### src/rtl/pwrbtn_pulse_gen_if.sv
// Request/status bundle between a power-sequencing FSM (master) and the
// button pulse generator (slave).
interface pwrbtn_pulse_gen_if;
  logic tick_en;
  logic req_short;
  logic req_long;
  logic abort;
  logic btn_n_out;
  logic busy;
  logic done;
  logic req_drop;

  modport master (
    output tick_en, req_short, req_long, abort,
    input  btn_n_out, busy, done, req_drop
  );

  modport slave (
    input  tick_en, req_short, req_long, abort,
    output btn_n_out, busy, done, req_drop
  );
endinterface

### src/rtl/pwrbtn_pulse_gen.sv
// Timed active-low button press generator: a request drives btn_n_out low for a
// tick-accurate duration, then enforces a released hold-off before the next press.
module pwrbtn_pulse_gen #(
  parameter int unsigned TICK_DIV    = 33,
  parameter int unsigned SHORT_TICKS = 200,
  parameter int unsigned LONG_TICKS  = 4000,
  parameter int unsigned GAP_TICKS   = 40,
  parameter int unsigned CNT_W       = 13
) (
  input logic               clk,
  input logic               rst_n,
  pwrbtn_pulse_gen_if.slave bus
);

  localparam int unsigned PrescW = (TICK_DIV > 1) ? $clog2(TICK_DIV) : 1;
  localparam logic [PrescW-1:0] PrescLast = PrescW'(TICK_DIV - 1);
  localparam logic [CNT_W-1:0]  ShortLast = CNT_W'(SHORT_TICKS - 1);
  localparam logic [CNT_W-1:0]  LongLast  = CNT_W'(LONG_TICKS - 1);
  localparam logic [CNT_W-1:0]  GapLast   = CNT_W'(GAP_TICKS - 1);

  typedef enum logic [1:0] {StIdle, StAssert, StHoldoff} state_e;

  state_e            state_q;
  logic [PrescW-1:0] presc_q;
  logic [CNT_W-1:0]  cnt_q;
  logic [CNT_W-1:0]  target_last_q;
  logic              btn_q;
  logic              drop_q;

  logic tick;
  logic req_any;
  logic assert_last;
  logic gap_last;
  logic busy;

  assign tick        = bus.tick_en && (presc_q == PrescLast);
  assign req_any     = bus.req_short | bus.req_long;
  assign assert_last = (state_q == StAssert) && tick && (cnt_q == target_last_q);
  assign gap_last    = (state_q == StHoldoff) && tick && (cnt_q == GapLast);
  // busy drops in the completing cycle so a request there is accepted, not dropped.
  assign busy        = (state_q != StIdle) && !gap_last;

  always_ff @(posedge clk or negedge rst_n) begin
    if (!rst_n) begin
      state_q       <= StIdle;
      presc_q       <= '0;
      cnt_q         <= '0;
      target_last_q <= '0;
      btn_q         <= 1'b1;
      drop_q        <= 1'b0;
    end else begin
      drop_q <= req_any && busy;
      unique case (state_q)
        StIdle: begin
          if (req_any) begin
            state_q       <= StAssert;
            target_last_q <= bus.req_long ? LongLast : ShortLast;
            presc_q       <= '0;
            cnt_q         <= '0;
            btn_q         <= 1'b0;
          end
        end
        StAssert: begin
          if (bus.tick_en) begin
            // Abort wins over a terminal tick landing in the same cycle.
            if (bus.abort || assert_last) begin
              state_q <= StHoldoff;
              presc_q <= '0;
              cnt_q   <= '0;
              btn_q   <= 1'b1;
            end else begin
              presc_q <= tick ? '0 : presc_q + PrescW'(1);
              if (tick) cnt_q <= cnt_q + CNT_W'(1);
            end
          end
        end
        StHoldoff: begin
          if (gap_last) begin
            presc_q <= '0;
            cnt_q   <= '0;
            if (req_any) begin
              state_q       <= StAssert;
              target_last_q <= bus.req_long ? LongLast : ShortLast;
              btn_q         <= 1'b0;
            end else begin
              state_q <= StIdle;
            end
          end else if (bus.tick_en) begin
            presc_q <= tick ? '0 : presc_q + PrescW'(1);
            if (tick) cnt_q <= cnt_q + CNT_W'(1);
          end
        end
        default: state_q <= StIdle;
      endcase
    end
  end

  assign bus.btn_n_out = btn_q;
  assign bus.busy      = busy;
  assign bus.done      = gap_last;
  assign bus.req_drop  = drop_q;

endmodule

### src/flat_wrapper.sv
// flat-port wrapper written by rule: the top's interface ports become plain ports
module pwrbtn_pulse_gen_flat 
#(
  parameter int unsigned TICK_DIV    = 33,
  parameter int unsigned SHORT_TICKS = 200,
  parameter int unsigned LONG_TICKS  = 4000,
  parameter int unsigned GAP_TICKS   = 40,
  parameter int unsigned CNT_W       = 13
)
  (clk, rst_n, bus_tick_en, bus_req_short, bus_req_long, bus_abort, bus_btn_n_out, bus_busy, bus_done, bus_req_drop);
  pwrbtn_pulse_gen_if bus_i ();
  input logic clk;
  input logic rst_n;
  input wire logic [$bits(bus_i.tick_en)-1:0] bus_tick_en;
  input wire logic [$bits(bus_i.req_short)-1:0] bus_req_short;
  input wire logic [$bits(bus_i.req_long)-1:0] bus_req_long;
  input wire logic [$bits(bus_i.abort)-1:0] bus_abort;
  output wire logic [$bits(bus_i.btn_n_out)-1:0] bus_btn_n_out;
  output wire logic [$bits(bus_i.busy)-1:0] bus_busy;
  output wire logic [$bits(bus_i.done)-1:0] bus_done;
  output wire logic [$bits(bus_i.req_drop)-1:0] bus_req_drop;
  assign bus_i.tick_en = bus_tick_en;
  assign bus_i.req_short = bus_req_short;
  assign bus_i.req_long = bus_req_long;
  assign bus_i.abort = bus_abort;
  assign bus_btn_n_out = bus_i.btn_n_out;
  assign bus_busy = bus_i.busy;
  assign bus_done = bus_i.done;
  assign bus_req_drop = bus_i.req_drop;
  pwrbtn_pulse_gen #(.TICK_DIV(TICK_DIV), .SHORT_TICKS(SHORT_TICKS), .LONG_TICKS(LONG_TICKS), .GAP_TICKS(GAP_TICKS), .CNT_W(CNT_W)) u_core (.clk(clk), .rst_n(rst_n), .bus(bus_i));
endmodule
### config.mk
export PLATFORM = sky130hd
export DESIGN_NAME = pwrbtn_pulse_gen_flat
export DESIGN_NICKNAME = d
export VERILOG_FILES = /design/src/rtl/pwrbtn_pulse_gen_if.sv /design/src/rtl/pwrbtn_pulse_gen.sv /design/src/flat_wrapper.sv
export SDC_FILE = /design/constraint.sdc
export NUM_CORES = 1
export LEC_CHECK = 0
export CORE_UTILIZATION = 50
export DETAILED_ROUTE_END_ITERATION = 16
export GPL_ROUTABILITY_DRIVEN = 0
export PLACE_DENSITY_LB_ADDON = 0.08
export SYNTH_ARGS = -nofsm -noshare
export SYNTH_HDL_FRONTEND = slang
export SYNTH_SLANG_ARGS = --single-unit
### constraint.sdc
create_clock -name clk -period 2.7 [get_ports clk]
set_input_delay 0.27 -clock clk [delete_from_list [all_inputs] [get_ports clk]]
set_output_delay 0.27 -clock clk [all_outputs]
set_load 0.02 [all_outputs]
### After elaboration in Yosys (flattened, before gate mapping)

Index checks and enable logic that the tools add are counted.
Widths: inputs -> output; s select.

* shift operators: 0
* multiplexer cells: 29
* bitwise logic cells: 1
* equality and inequality tests: 10
* multiply operators: 0
* reduce and logical (&&, ||, !) cells: 17
* $add $sub $neg: 2
* magnitude comparators: 0
* divide/modulo/power cells: 0

Operators by type and width (count)
* $mux 13: 8
* $pmux 13 s3: 1
* $mux 6: 6
* $pmux 13 s2: 1
* $pmux 6 s3: 1
* $add 13x1->13 const B: 1
* $eq 13x13->1: 1
* $eq 13x6->1 const B: 1
* $mux 12: 1
* $reduce_and 4->1: 3
* $mux 2: 4
* $logic_and 1x1->1: 7
* $add 6x1->6 const B: 1
* $eq 6x6->1 const B: 1
* $pmux 2 s3: 1
* $mux 1: 5
* $ne 2x1->1 const B: 2
* $ne 2x2->1 const B: 2
* $reduce_bool 2->1: 2
* $ne 3x2->1 const B: 1
* $pmux 1 s3: 1
* $reduce_bool 3->1: 1
* $eq 2x1->1 const B: 1
* $eq 2x2->1 const B: 1
* other kinds (5): 5

* word-level logic and storage cells: 65
* latch bits: 0
* bits of input ports: 6
* memories: 0
* output and inout port bits: 4
* ROM bits: 0
* flip-flop bits (word level): 36
* memory bits (writable): 0

### Longest topological paths before layout

* depth after elaboration: 8
* gate-level depth with buffers: 9
* gate-level depth less buffers: 8

### Least setup slack after synthesis

Ideal clock, no wire load.

* path kind: register to register
* start: reg u_core.state_q[0]
* end: reg u_core.cnt_q[8]
* cell stages (with the launch flop): 10
* setup slack: 0.530 ns
* data required time: 2.631 ns
* period minus slack after synthesis: 2.170 ns
* buffers on the path: 1
* data arrival time: 2.101 ns
* setup time: 0.069 ns
* path through: dfrtp_1 inv_1 ha_1 or3b_2 o211ai_1 or2_2 o22a_2 buf_6 or3_1 nand3_1

* word-level cells in the longest chain between the ends: 7
* elaborated cells between the ends (all ways): 17
* classes of those cells: eq/ne (5); mux (4); reduce/logical (8)

Ends and longest elaborated chain
* from (decl): RTL line pwrbtn_pulse_gen.sv:23 `state_e state_q;`
* from (signal assigned): RTL line pwrbtn_pulse_gen.sv:45 `state_q <= StIdle;`
* from (signal assigned): RTL line pwrbtn_pulse_gen.sv:56 `state_q <= StAssert;`
* from (signal assigned): RTL line pwrbtn_pulse_gen.sv:67 `state_q <= StHoldoff;`
* $eq 2x1->1: RTL line pwrbtn_pulse_gen.sv:38, pwrbtn_pulse_gen.sv:53
* $logic_and 1x1->1 (2 in series): RTL line pwrbtn_pulse_gen.sv:38 `assign assert_last = (state_q == StAssert) && tick && (cnt_q == target_last_q);`
* $logic_or 1x1->1: RTL line pwrbtn_pulse_gen.sv:66 `if (bus.abort || assert_last) begin`
* $mux 13: RTL line pwrbtn_pulse_gen.sv:66
* $mux 13: RTL line pwrbtn_pulse_gen.sv:64 `if (bus.tick_en) begin`
* $pmux 13 s3: RTL line pwrbtn_pulse_gen.sv:53 `unique case (state_q)`
* to (signal assigned): RTL line pwrbtn_pulse_gen.sv:73 `if (tick) cnt_q <= cnt_q + CNT_W'(1);`
* to (signal assigned): RTL line pwrbtn_pulse_gen.sv:90 `if (tick) cnt_q <= cnt_q + CNT_W'(1);`
* to (decl): RTL line pwrbtn_pulse_gen.sv:25 `logic [CNT_W-1:0] cnt_q;`

Several ways; a longest one is shown, not always the timed one. The select of a mux whose other input is x is not followed.
A chain may end at the register's enable or synchronous reset.

### Final worst setup path

* start: reg u_core.presc_q[0]
* end: out bus_busy

* word-level cells in the longest chain between the ends: 6

Ends and longest elaborated chain
* from (decl): RTL line pwrbtn_pulse_gen.sv:24 `logic [PrescW-1:0] presc_q;`
* from (signal assigned): RTL line pwrbtn_pulse_gen.sv:72 `presc_q <= tick ? '0 : presc_q + PrescW'(1);`
* from (signal assigned): RTL line pwrbtn_pulse_gen.sv:89 `presc_q <= tick ? '0 : presc_q + PrescW'(1);`
* $eq 6x6->1: RTL line pwrbtn_pulse_gen.sv:36 `assign tick = bus.tick_en && (presc_q == PrescLast);`
* $logic_and 1x1->1: RTL line pwrbtn_pulse_gen.sv:36
* $logic_and 1x1->1 (2 in series): RTL line pwrbtn_pulse_gen.sv:39 `assign gap_last = (state_q == StHoldoff) && tick && (cnt_q == GapLast);`
* $logic_not 1->1: RTL line pwrbtn_pulse_gen.sv:41 `assign busy = (state_q != StIdle) && !gap_last;`
* $logic_and 1x1->1: RTL line pwrbtn_pulse_gen.sv:41
* to (decl): RTL line flat_wrapper.sv:19 `output wire logic [$bits(bus_i.busy)-1:0] bus_busy;`

Every way passes these cells.

==> impl_metrics.tcl <==
set metrics [dict create \
    outcome "finished, final reports clean" \
    drtIter0Drc 108 \
    timing.critical_path.fanout_max 5 \
    post_synth_num_cell_types 48 \
    via_count_of_the_first_global_routing_pass 1365 \
    timing.max_slew.rel_slack_pct 44.5 \
    rr_worst_depth 6 \
    setup_total_negative_slack_ps 0 \
    critPathBufInv 2 \
    syn-cell-area_sq_um 1690 \
    synth_top_flop_cell "dfrtp_1" \
    ys_seq_area_share_pct 38.6 \
    synth.largest_area_cell "dfrtp_1" \
    grt_max_degree 27 \
    syn-instance-count 195 \
    cts_root_buffer_type "clkbuf_4" \
    ys_top_cells_by_count "dfrtp_1, nand2_1, nand3_1, nor2_1, o21ai_0" \
    remaining_drc_errors 0 \
    multi_input_area_sq_um 973 \
    clock_latency_ps 320 \
    clkTransAtPathRegs_ps 140 \
    cts_tree "yes" \
    tritoncts_num_sinks 26 \
    finalWorstSetupSlack_ps 148 \
    grt_antenna_before_repair 0 \
    period_minus_slack_ps 2550 \
    post-route-period-util_pct 94.5 \
    synth_area_leaders "dfrtp_1, nand3_1, ha_1" \
    first_pass_grt_wire_length_microns 6380 \
    core-area_sq_um 3130 \
    hold_class "input port to asynchronous set/reset pin" \
    cts-htree-levels 1 \
    initial_utilization_pct 54.0 \
    required_ps 2430 \
    worst_slew_pin_slew_ps 827 \
    achievable-frequency_ghz 0.392 \
    number_of_violations_of_the_max_capacitance_limit 0 \
    rr_endpoint "u_core.cnt_q[9]" \
    firstDrtPassIters 4 \
    row_count 20 \
    place_hpwl_microns 2820 \
    seq_area_sq_um 652 \
    floorplan.die_area_sq_um 3610 \
    peak_supply_drop_v 0.000422 \
    syn2layout_area_growth_pct 11.6 \
    final_layout_size_suffix_gt1_share_pct 11.1 \
    port-buffer-count 9 \
    synthArstFlopShare_pct 100 \
    critical_path.max_stage_delay_ps 530 \
    synth_enable_flop_cells 0 \
    clk_path_buf_depth 2 \
    detailroute.via_count 1507 \
    placement.setup.worst_slack_ps 255 \
    ff2ff_setup_slack_ps 250 \
    overall_routing_resource_usage_pct 23.5 \
    drt-wirelength-per-cell_microns 15.0 \
    hold_buffers 0 \
    ys_seq_elements 26 \
    critical_path.reg2reg.startpoint "u_core.presc_q[3]" \
    powerDensity_nw_per_um2 691 \
    total_wire_length_microns 3790 \
    power_leakage_uw 0.000796 \
    final.fill_count 296 \
    gr-total-overflow 0 \
    critical_path.startpoint_type "flip-flop" \
    n_antenna_cell 0 \
    postLayoutCoreUtil_pct 60.3 \
    path_delay_family "simple AND/OR/NAND/NOR gates" \
    io-pin-count 10 \
    cp-end-kind "output pin" \
    cts_made_buffers 3 \
    syn-num-nets 209 \
    netlist.area_leader.share_pct 37.0 \
    crit_type "flip-flop to output pin" \
    max_slew_violation_total_from_the_final_report 0 \
    postSynthAreaPerCell_sq_um 8.66 \
    final_net_count 223 \
    antenna_violating_nets_post_route 0 \
    vias_per_cell 5.98 \
    arrival_time_of_the_worst_setup_path_ps 2280 \
    critical_path.slowest_cell "clkdlybuf4s50_1" \
    rsz0062_at_grt "no" \
    die-height_microns 60.1 \
    chipWidth_microns 60.1 \
    finalSetupViolCount 0 \
    timing_hold_violations_final 0 \
    final_clock_skew_ps 11.7 \
    worstPathCellList "inv_1, ha_1, and4_1, nand2_1, nor2_2, nor2_1, clkdlybuf4s50_1" \
    ys_warn_count 0 \
]
[kinds of logic after synthesis]
logic type | count (synthesis) | share of synthesized area (%)
and+or+nand+nor | 102 | 32.4
AOI/OAI and AO/OA | 40 | 16.9
DFF | 26 | 38.6
buffers and inverters | 16 | 4.44
adders and majority gates | 8 | 5.93
muxes | 2 | 1.26
xor gates and xnor gates | 1 | 0.519
[worst max-delay path by stage]
| stage | to | cells past startpoint | slack [ps] | startpoint |
|---|---|---|---|---|
| 2_1_floorplan | u_core.cnt_q[8] | 9 | 530 | u_core.state_q[0] |
| 3_3_place_gp | u_core.cnt_q[9] | 6 | 340 | u_core.presc_q[3] |
| 3_5_place_dp | u_core.cnt_q[9] | 6 | 250 | u_core.presc_q[3] |
| 4_1_cts | bus_done | 4 | 40 | u_core.cnt_q[3] |
| 5_1_grt | bus_busy | 7 | 7 | u_core.presc_q[0] |
| 6_report | bus_busy | 7 | 150 | u_core.presc_q[0] |
[per-layer routing]
layer  vias up  part of all wire [%]  routed length (microns)  global-route usage (%)
li1        736                     -                        -                       -
met1       725                    47                     1790                    31.1
met2        37                    47                     1790                    37.7
met3         9                   3.9                      149                    3.68
met4         0                   1.8                       68                    10.3
met5         -                     0                        0                       0
[registers in the layout (all words and copies together) (netlist names)]
register	flops
u_core.cnt_q	13
u_core.presc_q	6
u_core.target_last_q	3
u_core.state_q	2
u_core.bus.btn_n_out	1
u_core.bus.req_drop	1
[power breakdown]
group	switching [uW]	leakage [uW]	internal, uW
combinational	397	0.000436	245
sequential	43.9	0.000345	444
clock	115	0.0000150	57.9
[through the flow]
| stage | power, uW | instances | cell area [sq um] | hold slack [ps] |
|---|---|---|---|---|
| floorplan | 943 | 195 | 1690 | -25.6 |
| global placement | 1120 | 246 | 1830 | 484 |
| detailed placement | 1130 | 246 | 1830 | 482 |
| CTS | 1310 | 250 | 1870 | 299 |
| global route | 1400 | 252 | 1890 | 302 |
| finish | 1300 | 252 | 1890 | 292 |
[layout make-up]
cell class              instances  area share [%]
multi-input cells             153            51.6
flip-flops and latches         26            34.6
repair buffers                 16            7.70
well taps                      44            2.92
inverters                       9            1.79
clock buffers                   4            1.39
[what timing repair did]
action,4_1_cts,5_1_grt
pin swaps,0,1
gates resized for setup,2,1
endpoints found under the setup margin,1,2
gates cloned,0,0
buffers inserted,0,2
[layout by cell type, fill, tap and decap left out, drive strengths merged, types with 2 or more instances in the layout]
cell type	instances
a21oi	2
a22o	2
a31oi	2
and3	4
buf	7
clkbuf	4
clkdlybuf4s50	8
dfrtp	25
ha	8
inv	9
nand2	25
nand3	21
nand4	7
nor2	17
nor2b	5
nor3	4
nor4b	3
o211ai	4
o21ai	16
o311ai	2
o31ai	3
or2	2
or3	7
No activity file was read; power rests on OpenSTA's default activity.
